--- config.mk ---
export PLATFORM = sky130hd
export DESIGN_NAME = bht_branch_predictor
export DESIGN_NICKNAME = d
export VERILOG_FILES = /design/src/rtl/bp_pkg.sv /design/src/rtl/bp_counter_table.sv /design/src/rtl/bht_branch_predictor.sv
export SDC_FILE = /design/constraint.sdc
export NUM_CORES = 1
export LEC_CHECK = 0
export CORE_MARGIN = 4
export CORE_UTILIZATION = 50
export CTS_CLUSTER_DIAMETER = 100
export DETAILED_ROUTE_END_ITERATION = 16
export PLACE_DENSITY = 0.76
export SLEW_MARGIN = 5
export SYNTH_ARGS = -nofsm -noshare
export SYNTH_HDL_FRONTEND = slang
export SYNTH_SLANG_ARGS = --single-unit
--- constraint.sdc ---
create_clock -name clk -period 6.5 [get_ports clk]
set_input_delay 1.95 -clock clk [delete_from_list [all_inputs] [get_ports clk]]
set_output_delay 1.95 -clock clk [all_outputs]
set_load 0.03 [all_outputs]
--- src/rtl/bp_pkg.sv ---
// Shared types and helpers for the BHT branch predictor.
package bp_pkg;

    typedef struct packed {
        logic [31:0] pc;
        logic        taken;
        logic        predicted;
    } bp_update_t;

    function automatic logic [31:0] b_imm(input logic [31:0] instr);
        return {{19{instr[31]}}, instr[31], instr[7],
                instr[30:25], instr[11:8], 1'b0};
    endfunction

    function automatic int cnt_init(input int cnt_w, input int init_taken);
        return (init_taken != 0) ? (1 << (cnt_w - 1))
                                 : (1 << (cnt_w - 1)) - 1;
    endfunction

endpackage

--- src/rtl/bp_counter_table.sv ---
// Flop array of saturating counters: one comb read, one sync update.
module bp_counter_table
    import bp_pkg::*;
#(
    parameter int ENTRIES    = 64,
    parameter int CNT_W      = 2,
    parameter int INIT_TAKEN = 1,
    parameter int IDX_W      = $clog2(ENTRIES)
) (
    input  logic             clk,
    input  logic             rst_n,
    input  logic [IDX_W-1:0] i_rd_idx,
    output logic [CNT_W-1:0] o_rd_cnt,
    input  logic             i_wr_en,
    input  logic [IDX_W-1:0] i_wr_idx,
    input  logic             i_wr_taken
);

    localparam logic [CNT_W-1:0] INIT = CNT_W'(cnt_init(CNT_W, INIT_TAKEN));
    localparam logic [CNT_W-1:0] CMAX = '1;

    logic [CNT_W-1:0] r_cnt [ENTRIES];
    logic [CNT_W-1:0] w_cur;
    logic [CNT_W-1:0] w_next;

    assign o_rd_cnt = r_cnt[i_rd_idx];
    assign w_cur    = r_cnt[i_wr_idx];

    always_comb begin
        w_next = w_cur;
        if (i_wr_taken) begin
            if (w_cur != CMAX) w_next = w_cur + 1'b1;
        end else begin
            if (w_cur != '0) w_next = w_cur - 1'b1;
        end
    end

    always_ff @(posedge clk or negedge rst_n) begin
        if (!rst_n) begin
            for (int i = 0; i < ENTRIES; i++) r_cnt[i] <= INIT;
        end else if (i_wr_en) begin
            r_cnt[i_wr_idx] <= w_next;
        end
    end

endmodule

--- src/rtl/bht_branch_predictor.sv ---
// PC-indexed BHT predictor with B-type target and accuracy statistics.
module bht_branch_predictor
    import bp_pkg::*;
#(
    parameter int ENTRIES    = 64,
    parameter int CNT_W      = 2,
    parameter int INIT_TAKEN = 1
) (
    input  logic        clk,
    input  logic        rst_n,
    input  logic        predict_valid_i,
    input  logic [31:0] predict_pc_i,
    input  logic [31:0] predict_instr_i,
    output logic        predict_taken_o,
    output logic [31:0] predict_target_o,
    input  logic        update_valid_i,
    input  logic [31:0] update_pc_i,
    input  logic        update_taken_i,
    input  logic        update_predicted_i,
    output logic        mispredict_o,
    input  logic        stat_clear_i,
    output logic [31:0] stat_branches_o,
    output logic [31:0] stat_mispredicts_o
);

    localparam int IDX_W = $clog2(ENTRIES);

    bp_update_t       w_upd;
    logic [CNT_W-1:0] w_rd_cnt;
    logic [31:0]      r_stat_branches;
    logic [31:0]      r_stat_mispredicts;
    logic             w_unused;

    assign w_upd = '{pc: update_pc_i,
                     taken: update_taken_i,
                     predicted: update_predicted_i};

    bp_counter_table #(
        .ENTRIES    (ENTRIES),
        .CNT_W      (CNT_W),
        .INIT_TAKEN (INIT_TAKEN),
        .IDX_W      (IDX_W)
    ) u_table (
        .clk        (clk),
        .rst_n      (rst_n),
        .i_rd_idx   (predict_pc_i[IDX_W+1:2]),
        .o_rd_cnt   (w_rd_cnt),
        .i_wr_en    (update_valid_i),
        .i_wr_idx   (w_upd.pc[IDX_W+1:2]),
        .i_wr_taken (w_upd.taken)
    );

    assign predict_taken_o  = predict_valid_i & w_rd_cnt[CNT_W-1];
    assign predict_target_o = predict_pc_i + b_imm(predict_instr_i);
    assign mispredict_o     = update_valid_i & (w_upd.taken != w_upd.predicted);

    // Clear beats a same-cycle increment; both counters stick at all-ones.
    always_ff @(posedge clk or negedge rst_n) begin
        if (!rst_n) begin
            r_stat_branches    <= '0;
            r_stat_mispredicts <= '0;
        end else if (stat_clear_i) begin
            r_stat_branches    <= '0;
            r_stat_mispredicts <= '0;
        end else if (update_valid_i) begin
            if (r_stat_branches != '1)
                r_stat_branches <= r_stat_branches + 1'b1;
            if (mispredict_o && (r_stat_mispredicts != '1))
                r_stat_mispredicts <= r_stat_mispredicts + 1'b1;
        end
    end

    assign stat_branches_o    = r_stat_branches;
    assign stat_mispredicts_o = r_stat_mispredicts;

    assign w_unused = ^{w_upd.pc[31:IDX_W+2], w_upd.pc[1:0],
                        predict_instr_i[24:12], predict_instr_i[6:0]};

endmodule

## After elaboration in Yosys (flattened, before gate mapping)

Index checks and enable logic that the tools add are counted.
Widths: inputs -> output; s select.

- Flip-flop bits (word level): 192
- Logic and storage cells: 108
- Output and inout bits: 98

- Order comparisons: 3
- Eq/ne operators: 4
- Add/sub/neg operators: 5
- Reductions and logical operators: 8
- Muxes and demuxes: 18
- Bitwise operators: 4

Operators with widths:

| cell | count |
|---|---|
| $mux 32 | 6 |
| $bwmux 128 | 1 |
| $add 32x1->32 const B | 2 |
| $ne 32x32->1 const B | 2 |
| $add 32x32->32 | 1 |
| $bmux 2 s6 | 2 |
| $mux 2 | 8 |
| $ge 7x7->1 const B | 2 |
| $not 6->7 | 2 |
| $demux 2 s6 | 1 |
| $reduce_bool 2->1 | 4 |
| $lt 7x1->1 const B | 1 |
| $reduce_and 2->1 | 2 |
| $add 2x1->2 const B | 1 |
| $and 1x1->1 | 2 |
| $logic_and 1x1->1 | 2 |
| $ne 2x2->1 const B | 1 |
| $sub 2x1->2 const B | 1 |
| $ne 1x1->1 | 1 |

## Longest topological paths before layout

- Word-level depth: 8
- Depth in mapped cells: 11
- Gate-level depth less buffers: 10

## Hierarchy

From an unflattened synthesis, not the netlist that was laid out.

- Cell total of the unflattened synthesis: 1,246
- Area total of the unflattened synthesis: 12,197.9 um^2

By module, submodules not included:

| module | area each (um^2) | cells an instance | times used |
|---|---|---|---|
| bp_counter_table | 7,358.3 | 674 | 1 |
| bht_branch_predictor | 4,839.6 | 572 | 1 |

## Worst setup path after synthesis

No wires, ideal clock.

- Kind: input -> output
- Start: in predict_pc_i[1]
- End: out predict_target_o[31]
- Path buffers: 0
- Setup slack: -0.139 ns
- Arrival time: 4.689 ns
- Stages on the path: 10
- Cell sequence: ha_1 -> fa_1 -> a211oi_1 -> nor2_1 -> o31a_1 -> a31oi_1 -> o21ai_0 -> a21oi_1 -> nor2_1 -> a311oi_1

- Cells in the longest elaborated chain, start to end: 1

Ends and longest elaborated chain:

| what | line | source |
|---|---|---|
| start, declared | bht_branch_predictor.sv:12 | `input logic [31:0] predict_pc_i,` |
| $add 32x32->32 | bht_branch_predictor.sv:54 | `assign predict_target_o = predict_pc_i + b_imm(predict_instr_i);` |
| end, declared | bht_branch_predictor.sv:15 | `output logic [31:0] predict_target_o,` |

Every way passes these cells.

## Worst setup path in the final report

- Start: in predict_instr_i[31]
- End: out predict_target_o[29]

- Cells in the longest elaborated chain, start to end: 1

Ends and longest elaborated chain:

| what | line | source |
|---|---|---|
| start, declared | bht_branch_predictor.sv:13 | `input logic [31:0] predict_instr_i,` |
| $add 32x32->32 | bht_branch_predictor.sv:54 |  |

Every way passes these cells.

==> summary.json <==
{
  "synth-seq-cells": 192,
  "clkLatencyLatePin_ps": 440,
  "synth-edff-count": 0,
  "power.static_leakage_nw": 6.27,
  "grt_first_pass_wirelength_microns": 49600,
  "startpoint_class": "input port",
  "synthesis.area_sq_um": 11600,
  "mappedNetlistNets": 1234,
  "dieArea_sq_um": 25700,
  "tritoncts": "yes",
  "regToRegStartpoint": "stat_branches_o[2]$_DFFE_PN0P_",
  "flow.area_growth_from_synthesis_pct": 26.0,
  "final.period_utilization": 0.991,
  "layout_common_cells": "mux2_2 (133), nor2_1 (129), dfrtp_1 (128)",
  "critical_path_arrival_ps": 4490,
  "antennaDiodeCount": 0,
  "destination_of_the_critical_timing_path": "predict_target_o[29]",
  "number_of_levels_in_the_clock_h_tree": 4,
  "cell_chain_critical_path": "dlygate4sd2_1 -> buf_4 -> buf_6 -> ha_1 -> buf_4 -> a21o_1 -> a21o_1 -> a21oi_1 -> o221a_2 -> o21ai_4 -> a211o_1 -> a21oi_2 -> xnor2_1 -> buf_4",
  "critPathRequiredTime_ps": 4550,
  "netlist_instances": 1098,
  "ant_nets": 0,
  "rr_worst_depth": 8,
  "timing.critical_path.mode_cell": "buf_4",
  "result_of_the_run": "complete, no violations",
  "layout.cells.non_filler": 1625,
  "clock.fmax_ghz": 0.155,
  "timing_worst_setup_path_type": "in2out",
  "die_x_microns": 160,
  "synth_area_per_cell_sq_um": 10.6,
  "max_cap_violations": 0,
  "critical_path.top_delay_family": "compound AO/OA/AOI/OAI gates",
  "reg2reg_setup_slack_ps": 3620,
  "total_gr_overflow": 0,
  "fp.coreArea_sq_um": 22800,
  "hp-class": "reg2reg",
  "worstPathMaxFanout": 13,
  "floorplan.initialDensity": 0.510,
  "fin_tns_setup_ps": 0,
  "cts_buffer_depth": 2,
  "vias": 9456,
  "grt_util_all_layers": 0.236,
  "power_density_nw_per_um2": 222,
  "max_slew.worst_pin.slew_ps": 1020,
  "drt_first_pass_iters": 5,
  "synth_warnings": 0,
  "drt-vias-per-instance": 5.82,
  "ys_seq_area_frac": 0.420,
  "wire_per_inst_microns": 18.9,
  "drive_gt1_frac": 0.319,
  "postRouteWirelength_microns": 30800,
  "max_slew_margin": 0.319,
  "timing.critical_path.depth": 14,
  "pin_count_of_the_biggest_net_entering_global_routing": 94,
  "std_cell_rows": 55,
  "layout.cells.most_common": "mux2_2",
  "worst_path_max_delay_cell": "a211o_1",
  "timing.final.hold_violations": 0,
  "hold_path_startpoint": "u_table.r_cnt[52]$_DFFE_PN0P_",
  "antenna_found_initial": 0,
  "gp_congestion": 0.885,
  "place_hpwl_microns": 20400,
  "worst_clock_skew_ps": 9.19,
  "cts.clk_slew.worst_paths_ps": 70,
  "drtIter0Drc": 718,
  "synth_async_sr_flop_share": 1.00,
  "layout_min_cycle_time_ps": 6440,
  "dp_cells": 1590,
  "synthDistinctLibCells": 61,
  "number_of_buffers_created_by_cts": 17,
  "timing.critical_path.to_type": "primary output",
  "final-setup-viol-count": 0,
  "ctsRootBufferMaster": "clkbuf_16",
  "via_count_of_the_first_global_routing_pass": 9668,
  "drc": 0,
  "io_buffer_count": 152,
  "cts.sinks": 192,
  "number_of_slew_limit_violations_in_the_final_report": 0,
  "cp_num_buf_inv": 5,
  "start_point_of_the_critical_path": "predict_instr_i[31]",
  "cp_slowest_stage_delay_ps": 290,
  "regToRegEndpoint": "stat_branches_o[20]$_DFFE_PN0P_",
  "ios": 201,
  "vdd_ir_drop_max_v": 0.000165,
  "num-nets-final": 1435,
  "die_height_microns": 160,
  "yosys_most_used_dff": "dfrtp_1"
}
[report_power, final]
part | total, mW | internal, mW | switching, mW
clock | 1.05 | 0.553 | 0.492
combinational | 0.806 | 0.377 | 0.429
sequential | 1.40 | 1.33 | 0.0712
[logic make-up (layout without fill, tap and decap cells)]
| family | after synthesis | count (layout) | share of synthesized area |
|---|---|---|---|
| and+or+nand+nor | 368 | 368 | 0.148 |
| xor gates and xnor gates | 83 | 83 | 0.0626 |
| adders and majority gates | 35 | 35 | 0.0385 |
| muxes | 187 | 187 | 0.206 |
| DFF | 192 | 192 | 0.420 |
| buffers and inverters | 67 | 281 | 0.0326 |
| AOI/OAI and AO/OA | 166 | 166 | 0.0927 |
[repair_timing]
action                     CTS  global route
hold buffers                 0             0
pin swaps                   12            21
setup buffers                1             2
setup endpoints to repair   10            13
resized for setup           27            38
gates cloned                 0             1
[cells in the mapped netlist (all sizes together) (3+ instances only)]
| cell type | n | share of area |
|---|---|---|
| mux4 | 28 | 0.054 |
| o21bai | 4 | 0.0026 |
| o21ai | 39 | 0.017 |
| nor3b | 3 | 0.0019 |
| and3 | 14 | 0.0075 |
| a211oi | 5 | 0.0032 |
| nand4 | 14 | 0.0075 |
| nor3 | 15 | 0.0065 |
| a21o | 12 | 0.0078 |
| nor2b | 6 | 0.0032 |
| xor2 | 47 | 0.035 |
| clkbuf | 28 | 0.0090 |
| o211ai | 6 | 0.0039 |
| o31a | 3 | 0.0023 |
| nand2b | 7 | 0.0038 |
| a31oi | 5 | 0.0027 |
| xnor2 | 36 | 0.027 |
| a221oi | 19 | 0.015 |
| or2 | 3 | 0.0016 |
| o21a | 4 | 0.0026 |
| a21oi | 43 | 0.019 |
| mux2 | 133 | 0.13 |
| and4 | 10 | 0.0075 |
| and2 | 13 | 0.0070 |
| o22ai | 9 | 0.0048 |
| nor2 | 133 | 0.043 |
| dfrtp | 128 | 0.28 |
| nand3 | 35 | 0.015 |
| buf | 25 | 0.019 |
| nand2 | 95 | 0.031 |
| or3 | 11 | 0.0059 |
| inv | 14 | 0.0045 |
| dfstp | 64 | 0.14 |
| mux2i | 26 | 0.022 |
| ha | 32 | 0.034 |
[how the worst min path moves through the flow]
stage | end | slack (ps) | depth (start not counted)
4_1_cts | u_table.r_cnt[24]$_DFFE_PN0P_ | 510 | 1
5_1_grt | u_table.r_cnt[2]$_DFFE_PN0P_ | 520 | 1
6_report | u_table.r_cnt[52]$_DFFE_PN0P_ | 510 | 1
3_5_place_dp | u_table.r_cnt[24]$_DFFE_PN0P_ | 490 | 1
2_1_floorplan | u_table.r_cnt[102]$_DFFE_PN0P_ | 470 | 1
3_3_place_gp | u_table.r_cnt[102]$_DFFE_PN0P_ | 480 | 1
[layer usage]
| metal | vias to the layer above | share of wire | GRT usage |
|---|---|---|---|
| met4 | 0 | 0.020 | 0.0677 |
| met1 | 4672 | 0.42 | 0.317 |
| met2 | 365 | 0.48 | 0.377 |
| met5 | - | 0 | 0 |
| met3 | 52 | 0.081 | 0.0644 |
| li1 | 4367 | - | - |
[state kept, by name, indices dropped and copies added, names as in the netlist]
name / cells
u_table.r_cnt: 128
stat_mispredicts_o: 32
stat_branches_o: 32
[final cells by class]
cell class,instances,area [sq um]
Fill cell,1792,8140
Multi-Input combinational cell,839,6590
Sequential cell,192,4880
Timing Repair Buffer,235,2130
Clock buffer,18,439
Tap cell,313,392
Clock inverter,14,150
Inverter,14,52.6
[metrics by stage]
| step | cell area, sq um | setup slack (ps) | hold WS, ps | power [mW] | utilization |
|---|---|---|---|---|---|
| final | 14600 | 56.6 | 508 | 3.25 | 0.643 |
| after global routing | 14600 | -21.2 | 517 | 3.40 | 0.643 |
| after detailed placement | 13800 | -542 | 495 | 2.19 | 0.605 |
| after floorplan | 11600 | 98.6 | 474 | 1.90 | - |
| after CTS | 14500 | 8.13 | 510 | 3.25 | 0.635 |
| after global placement | 13800 | -526 | 482 | 2.17 | 0.605 |
No activity file was read; power rests on OpenSTA's default activity.
